--- config.mk ---
export PLATFORM = sky130hd
export DESIGN_NAME = pmem_write_buffer_flat
export DESIGN_NICKNAME = d
export VERILOG_FILES = /design/src/rtl/pmem_write_buffer_if.sv /design/src/rtl/pmem_write_buffer.sv /design/src/flat_wrapper.sv
export SDC_FILE = /design/constraint.sdc
export NUM_CORES = 1
export LEC_CHECK = 0
export CORE_MARGIN = 2
export CORE_UTILIZATION = 30
export CTS_BUF_LIST = sky130_fd_sc_hd__clkbuf_8 sky130_fd_sc_hd__clkbuf_16
export DETAILED_ROUTE_END_ITERATION = 8
export GPL_TIMING_DRIVEN = 0
export MAX_ROUTING_LAYER = met4
export PLACE_DENSITY_LB_ADDON = 0.25
export SYNTH_ARGS = -nofsm -noshare
export SYNTH_HDL_FRONTEND = slang
export SYNTH_SLANG_ARGS = --single-unit
--- constraint.sdc ---
create_clock -name clk -period 2.5 [get_ports clk]
set_clock_uncertainty 0.15 [all_clocks]
set_input_delay 0.5 -clock clk [delete_from_list [all_inputs] [get_ports clk]]
set_output_delay 0.5 -clock clk [all_outputs]
set_load 0.005 [all_outputs]
--- src/rtl/pmem_write_buffer_if.sv ---
// Line-memory bus shared by the cache-facing and memory-facing sides of the
// write buffer. The protocol is the same on both sides:
//   read/write  : request, held by the master until resp
//   address     : line address (bits [3:0] carry no meaning)
//   wdata       : line to write
//   rdata       : line returned, valid while resp is high
//   resp        : one-cycle completion pulse from the slave
// master drives the request side; slave drives rdata/resp.
interface pmem_write_buffer_if;
  logic         read;
  logic         write;
  logic [15:0]  address;
  logic [127:0] wdata;
  logic [127:0] rdata;
  logic         resp;

  modport master (output read, write, address, wdata, input rdata, resp);
  modport slave  (input read, write, address, wdata, output rdata, resp);
endinterface

--- src/rtl/pmem_write_buffer.sv ---
// Line-granular write buffer between the L1 cache and physical memory.
// Writebacks are acknowledged once buffered and drained in FIFO order in the
// background; reads that hit a buffered line are served from the buffer, and
// repeat writes to a buffered line coalesce in place.
// Ports:
//   clk, rst_n : clock, asynchronous active-low reset
//   cmem       : cache-facing bus (slave)
//   pmem       : physical-memory bus (master); all outputs come from
//                registers, never combinationally from cmem
module pmem_write_buffer #(
  parameter int DEPTH = 2
) (
  input  logic                clk,
  input  logic                rst_n,
  pmem_write_buffer_if.slave  cmem,
  pmem_write_buffer_if.master pmem
);
  localparam int             PW       = $clog2(DEPTH);
  localparam logic [PW:0]    CNT_FULL = (PW+1)'(DEPTH);

  typedef enum logic [1:0] {PM_IDLE = 2'd0, PM_READ = 2'd1, PM_WRITE = 2'd2} pm_state_e;

  pm_state_e                r_state;
  logic [DEPTH-1:0]         r_valid;
  logic [DEPTH-1:0][11:0]   r_tag;
  logic [DEPTH-1:0][127:0]  r_data;
  logic [PW-1:0]            r_head;
  logic [PW-1:0]            r_tail;
  logic [PW:0]              r_count;
  logic                     r_cresp;
  logic [127:0]             r_crdata;
  logic                     r_pread;
  logic                     r_pwrite;
  logic [15:0]              r_paddr;

  logic [11:0]   w_tag;
  logic          w_hit;
  logic [PW-1:0] w_hit_idx;
  logic          w_full;
  logic          w_pop;
  logic          w_wr;
  logic          w_drain_hit;
  logic          w_coalesce;
  logic          w_alloc;
  logic          w_rd;
  logic          w_rd_hit;
  logic          w_rd_miss;
  logic          w_unused;

  assign w_tag    = cmem.address[15:4];
  assign w_unused = ^cmem.address[3:0];

  // Tags are unique among valid entries: allocation only happens on a miss.
  always_comb begin
    w_hit     = 1'b0;
    w_hit_idx = '0;
    for (int i = 0; i < DEPTH; i++) begin
      if (r_valid[i] && (r_tag[i] == w_tag)) begin
        w_hit     = 1'b1;
        w_hit_idx = PW'(i);
      end
    end
  end

  assign w_full      = (r_count == CNT_FULL);
  assign w_pop       = (r_state == PM_WRITE) && pmem.resp;
  // A request is only looked at while no response is outstanding.
  assign w_wr        = cmem.write && !r_cresp;
  // The line on the memory bus must not change under the drain; a write to it
  // waits for the pop and then allocates a fresh entry.
  assign w_drain_hit = (r_state == PM_WRITE) && (w_hit_idx == r_head);
  assign w_coalesce  = w_wr && w_hit && !w_drain_hit;
  assign w_alloc     = w_wr && !w_hit && !w_full;
  // While PM_READ is active the read request on cmem is the one being serviced.
  assign w_rd        = cmem.read && !r_cresp && (r_state != PM_READ);
  assign w_rd_hit    = w_rd && w_hit;
  assign w_rd_miss   = w_rd && !w_hit;

  always_ff @(posedge clk or negedge rst_n) begin
    if (!rst_n) begin
      r_state  <= PM_IDLE;
      r_valid  <= '0;
      r_tag    <= '0;
      r_data   <= '0;
      r_head   <= '0;
      r_tail   <= '0;
      r_count  <= '0;
      r_cresp  <= 1'b0;
      r_crdata <= '0;
      r_pread  <= 1'b0;
      r_pwrite <= 1'b0;
      r_paddr  <= '0;
    end else begin
      r_cresp <= 1'b0;

      if (w_coalesce) begin
        r_data[w_hit_idx] <= cmem.wdata;
        r_cresp           <= 1'b1;
      end

      if (w_alloc) begin
        r_valid[r_tail] <= 1'b1;
        r_tag[r_tail]   <= w_tag;
        r_data[r_tail]  <= cmem.wdata;
        r_tail          <= r_tail + 1'b1;
        r_cresp         <= 1'b1;
      end

      if (w_rd_hit) begin
        r_crdata <= r_data[w_hit_idx];
        r_cresp  <= 1'b1;
      end

      // Tail never equals head while a pop and an allocate coincide
      // (that needs 0 < count < DEPTH), so these slot writes cannot collide.
      if (w_pop) begin
        r_valid[r_head] <= 1'b0;
        r_head          <= r_head + 1'b1;
      end

      case ({w_alloc, w_pop})
        2'b10:   r_count <= r_count + 1'b1;
        2'b01:   r_count <= r_count - 1'b1;
        default: r_count <= r_count;
      endcase

      case (r_state)
        PM_IDLE: begin
          if (w_rd_miss) begin
            r_state <= PM_READ;
            r_pread <= 1'b1;
            r_paddr <= {w_tag, 4'h0};
          end else if (r_count != '0) begin
            r_state  <= PM_WRITE;
            r_pwrite <= 1'b1;
            r_paddr  <= {r_tag[r_head], 4'h0};
          end
        end
        PM_READ: begin
          if (pmem.resp) begin
            r_state  <= PM_IDLE;
            r_pread  <= 1'b0;
            r_paddr  <= '0;
            r_crdata <= pmem.rdata;
            r_cresp  <= 1'b1;
          end
        end
        PM_WRITE: begin
          if (pmem.resp) begin
            r_state  <= PM_IDLE;
            r_pwrite <= 1'b0;
            r_paddr  <= '0;
          end
        end
        default: begin
          r_state  <= PM_IDLE;
          r_pread  <= 1'b0;
          r_pwrite <= 1'b0;
          r_paddr  <= '0;
        end
      endcase
    end
  end

  assign cmem.resp    = r_cresp;
  assign cmem.rdata   = r_crdata;
  assign pmem.read    = r_pread;
  assign pmem.write   = r_pwrite;
  assign pmem.address = r_paddr;
  // Head entry is frozen for the whole drain, so the registered data is stable.
  assign pmem.wdata   = r_pwrite ? r_data[r_head] : '0;
endmodule

--- src/flat_wrapper.sv ---
// flat-port wrapper written by rule: the top's interface ports become plain ports
module pmem_write_buffer_flat 
#(
  parameter int DEPTH = 2
)
  (clk, rst_n, cmem_read, cmem_write, cmem_address, cmem_wdata, cmem_rdata, cmem_resp, pmem_read, pmem_write, pmem_address, pmem_wdata, pmem_rdata, pmem_resp);
  pmem_write_buffer_if cmem_i ();
  pmem_write_buffer_if pmem_i ();
  input  logic clk;
  input  logic rst_n;
  input wire logic [$bits(cmem_i.read)-1:0] cmem_read;
  input wire logic [$bits(cmem_i.write)-1:0] cmem_write;
  input wire logic [$bits(cmem_i.address)-1:0] cmem_address;
  input wire logic [$bits(cmem_i.wdata)-1:0] cmem_wdata;
  output wire logic [$bits(cmem_i.rdata)-1:0] cmem_rdata;
  output wire logic [$bits(cmem_i.resp)-1:0] cmem_resp;
  output wire logic [$bits(pmem_i.read)-1:0] pmem_read;
  output wire logic [$bits(pmem_i.write)-1:0] pmem_write;
  output wire logic [$bits(pmem_i.address)-1:0] pmem_address;
  output wire logic [$bits(pmem_i.wdata)-1:0] pmem_wdata;
  input wire logic [$bits(pmem_i.rdata)-1:0] pmem_rdata;
  input wire logic [$bits(pmem_i.resp)-1:0] pmem_resp;
  assign cmem_i.read = cmem_read;
  assign cmem_i.write = cmem_write;
  assign cmem_i.address = cmem_address;
  assign cmem_i.wdata = cmem_wdata;
  assign cmem_rdata = cmem_i.rdata;
  assign cmem_resp = cmem_i.resp;
  assign pmem_read = pmem_i.read;
  assign pmem_write = pmem_i.write;
  assign pmem_address = pmem_i.address;
  assign pmem_wdata = pmem_i.wdata;
  assign pmem_i.rdata = pmem_rdata;
  assign pmem_i.resp = pmem_resp;
  pmem_write_buffer #(.DEPTH(DEPTH)) u_core (.clk(clk), .rst_n(rst_n), .cmem(cmem_i), .pmem(pmem_i));
endmodule
==> metrics.csv <==
stage;metric;value;unit
detailed_routing;ant_nets;0;
floorplan;initial_core_util;0.303;
power;ir_drop;0.678;mV
floorplan;die_area;0.0712;mm²
layout;drive_above_1_share;0.340;
min_path;hold_class;in2async;
sta;finalHoldViolCount;0;
setup_path;cp_top_family;buffers and inverters;
setup_path;worst_path_max_delay_cell;dfrtp_1;
clocking;root_buffer;clkbuf_16;
place;dp_hpwl;56300;µm
setup_path;r2r_start;u_core.r_tag[0]$_DFFE_PN0P_;
outcome;status;complete, but fails checks;
floorplan;io_pins;552;
sta;setup_slack;-0.216;ns
synth;synthTopCellsByArea;dfrtp_1 (52%), mux2_2 (8.7%), mux2i_1 (6.8%);
sta;slew_headroom;0.541;
place;place.gp.congestion;0.842;
synth;netlist_instances;1777;
detailed_routing;wl_met1;36000;µm
global_route;grt_overflow_total;0;
clocking;clockBufferDepth;3;
setup_path;end_kind;flop;
place;postPlaceCellArea;0.0274;mm²
detailed_routing;top_layer_used;met4;
setup_path;critPathMaxStageDelay;0.41;ns
detailed_routing;firstDrtPassIters;6;
detailed_routing;drt_iter0_drc;1109;
setup_path;crit_type;reg2reg;
place;preCtsSetupSlack;-2.11;ns
layout;area_growth;60.5;%
synth;yosysTopAreaCell;dfrtp_1;
synth;ys_seq_elements;431;
global_route;grt_use_total;0.229;
clocking;clk_pin_slew;0.06;ns
global_route;grt_max_degree;119;
layout;final_cell_mix;dfrtp_1 (430), clkdlybuf4s50_1 (402), mux2_4 (231);
setup_path;startpoint;u_core.r_tag[0]$_DFFE_PN0P_;
power;cellPowerDensity;1270;mW/mm²
clocking;htreeDepth;2;
floorplan;fp.dieH;267;µm
detailed_routing;viasPerCell;5.21;
global_route;grt_pass1_wl;119000;µm
layout;final_common_cell;dfrtp_1;
floorplan;die_w;267;µm
sta;grt_setup_unrepaired;true;
global_route;grt_pass1_vias;18600;
synth;yosysWarnings;0;
setup_path;crit_fanout;10;
detailed_routing;routedWlPerCell;25.3;µm
layout;stdcell_count;3430;
sta;finalSetupViolCount;473;
detailed_routing;drc_errors;0;
clocking;clk_latency;0.59;ns
sta;worstMarginPinSlew;0.689;ns
layout;design_area;0.0333;mm²
global_route;antenna_found_initial;16;
setup_path;worstPathCellList;xnor2_2 -> nand4_1 -> nor4_4 -> buf_4 -> buf_6 -> or3_4 -> a21oi_4 -> buf_12 -> buf_16 -> buf_12 -> mux2_2;
clocking;cts_sinks;431;
synth;synthDistinctLibCells;38;
detailed_routing;wl_met2;42100;µm
sta;report.final.slew_viol_count;0;
setup_path;worstPathArrival;3.05;ns
setup_path;critPathBufInv;5;
power;p_leak;14.6;nW
outcome;violations;setup timing;
place;place_inst;3209;
sta;period_minus_slack;2.72;ns
layout;fin_nets;2774;
clocking;cts-buffers-inserted;51;
setup_path;crit_top_cell;buf_12;
floorplan;core;0.0685;mm²
setup_path;critPathLaunchType;flop;
clocking;cts_tree;yes;
floorplan;rows;96;
synth;syn_area_per_cell;11.7;µm²
flow_run;max-cap-violations;0;
setup_path;worstPathRequired;2.83;ns
synth;synth_top_area_frac;0.520;
power;power;42.2;mW
place;portBuffers;543;
detailed_routing;finalWirelength;86600;µm
synth;netlist_area;0.0207;mm²
synth;seq_area_frac_synth;0.520;
sta;timing.final.crit_share;1.09;
detailed_routing;num_vias;17900;
detailed_routing;wl_met3;6560;µm
sta;fmax;0.368;GHz
sta;whs;0.126;ns
## metal layers
layer	up-vias	track usage
li1	7939	-
met1	9184	0.277
met2	617	0.365
met3	122	0.0669
met4	0	0.0741
met5	-	-
## sequential cells by signal (all words and copies together), names as in the netlist
register and count:
u_core.cmem.rdata 128, u_core.r_count 2, u_core.pmem.write 1, u_core.pmem.read 1, u_core.r_state 2, u_core.r_data 256
u_core.r_head 1, u_core.r_tag 24, u_core.r_valid 2, u_core.cmem.resp 1, u_core.r_tail 1, u_core.pmem.address 12
## through the flow
step	setup TNS [ns]	utilization
2_1_floorplan	-1.45	-
3_3_place_gp	-8634.83	0.399
3_5_place_dp	-739.52	0.400
4_1_cts	-75.33	0.446
5_1_grt	-93.17	0.486
6_report	-54.72	0.486
## power by group
| group | internal [mW] | total, mW | switching, mW |
|---|---|---|---|
| sequential | 10.5 | 13.4 | 2.87 |
| combinational | 12.8 | 21.0 | 8.21 |
| clock | 4.67 | 7.78 | 3.11 |
| total | 28.0 | 42.2 | 14.2 |
## final timing paths
check / slack (ns) / cells past startpoint / to
min: 0.13 / 2 / u_core.pmem.address[13]$_DFFE_PN0P_
min reg2reg: 0.36 / 1 / u_core.cmem.rdata[54]$_DFF_PN0_
max in group asynchronous: 0.69 / 4 / u_core.r_data[66]$_DFF_PN0_
max reg2reg: -0.22 / 11 / u_core.r_data[85]$_DFF_PN0_
min in group clk: 0.24 / 2 / u_core.pmem.address[14]$_DFFE_PN0P_
max: -0.22 / 11 / u_core.r_data[85]$_DFF_PN0_
## cell type report
| class | instances | area [µm²] |
|---|---|---|
| antenna | 16 | 40.0 |
| tap | 882 | 1100 |
| buffer | 150 | 1830 |
| inverter | 7 | 26.3 |
| fill | 6011 | 35200 |
| clock inverter | 21 | 183 |
| timing repair buffer | 666 | 6910 |
| sequential | 431 | 10800 |
| clock buffer | 71 | 1570 |
| multi-input combinational | 1186 | 10800 |
## Yosys cell counts, drive strengths merged
cell / count
nor2b: 130
nor2: 5
a2bb2oi: 2
a31oi: 1
mux2i: 140
clkbuf: 80
buf: 76
or2: 1
nand2b: 1
nor4: 2
or3b: 1
dfrtp: 431
o2bb2ai: 12
nor3: 2
and2: 1
nand2: 146
mux2: 280
o21ai: 14
inv: 7
o22ai: 1
nand3: 131
or3: 3
a21oi: 138
conb: 1
a32o: 1
a221o: 128
ha: 4
nor3b: 1
nor4b: 1
nand4: 4
xnor2: 29
o41ai: 1
a21o: 1
or4: 1
## logic make-up (layout without fill, tap and decap cells)
| group | count (synthesis) | in the layout | synth area share |
|---|---|---|---|
| buf+inv | 163 | 915 | 0.0336 |
| simple gates | 430 | 430 | 0.105 |
| other cells | 1 | 20 | 0.000181 |
| xor+xnor | 29 | 29 | 0.0123 |
| mux | 420 | 420 | 0.220 |
| flops | 431 | 431 | 0.520 |
| compound gates | 299 | 299 | 0.106 |
| fa+ha+maj | 4 | 4 | 0.00242 |
## timing repair
action | 4_1_cts | 5_1_grt
buffers inserted | 35 | 36
gates resized for setup | 877 | 536
hold buffers | 1 | 0
hold endpoints to repair | 235 | 0
pin swaps | 8 | 24
endpoints found under the setup margin | 553 | 550
cloned | 8 | 42
Power figures use the tool's default switching activity.
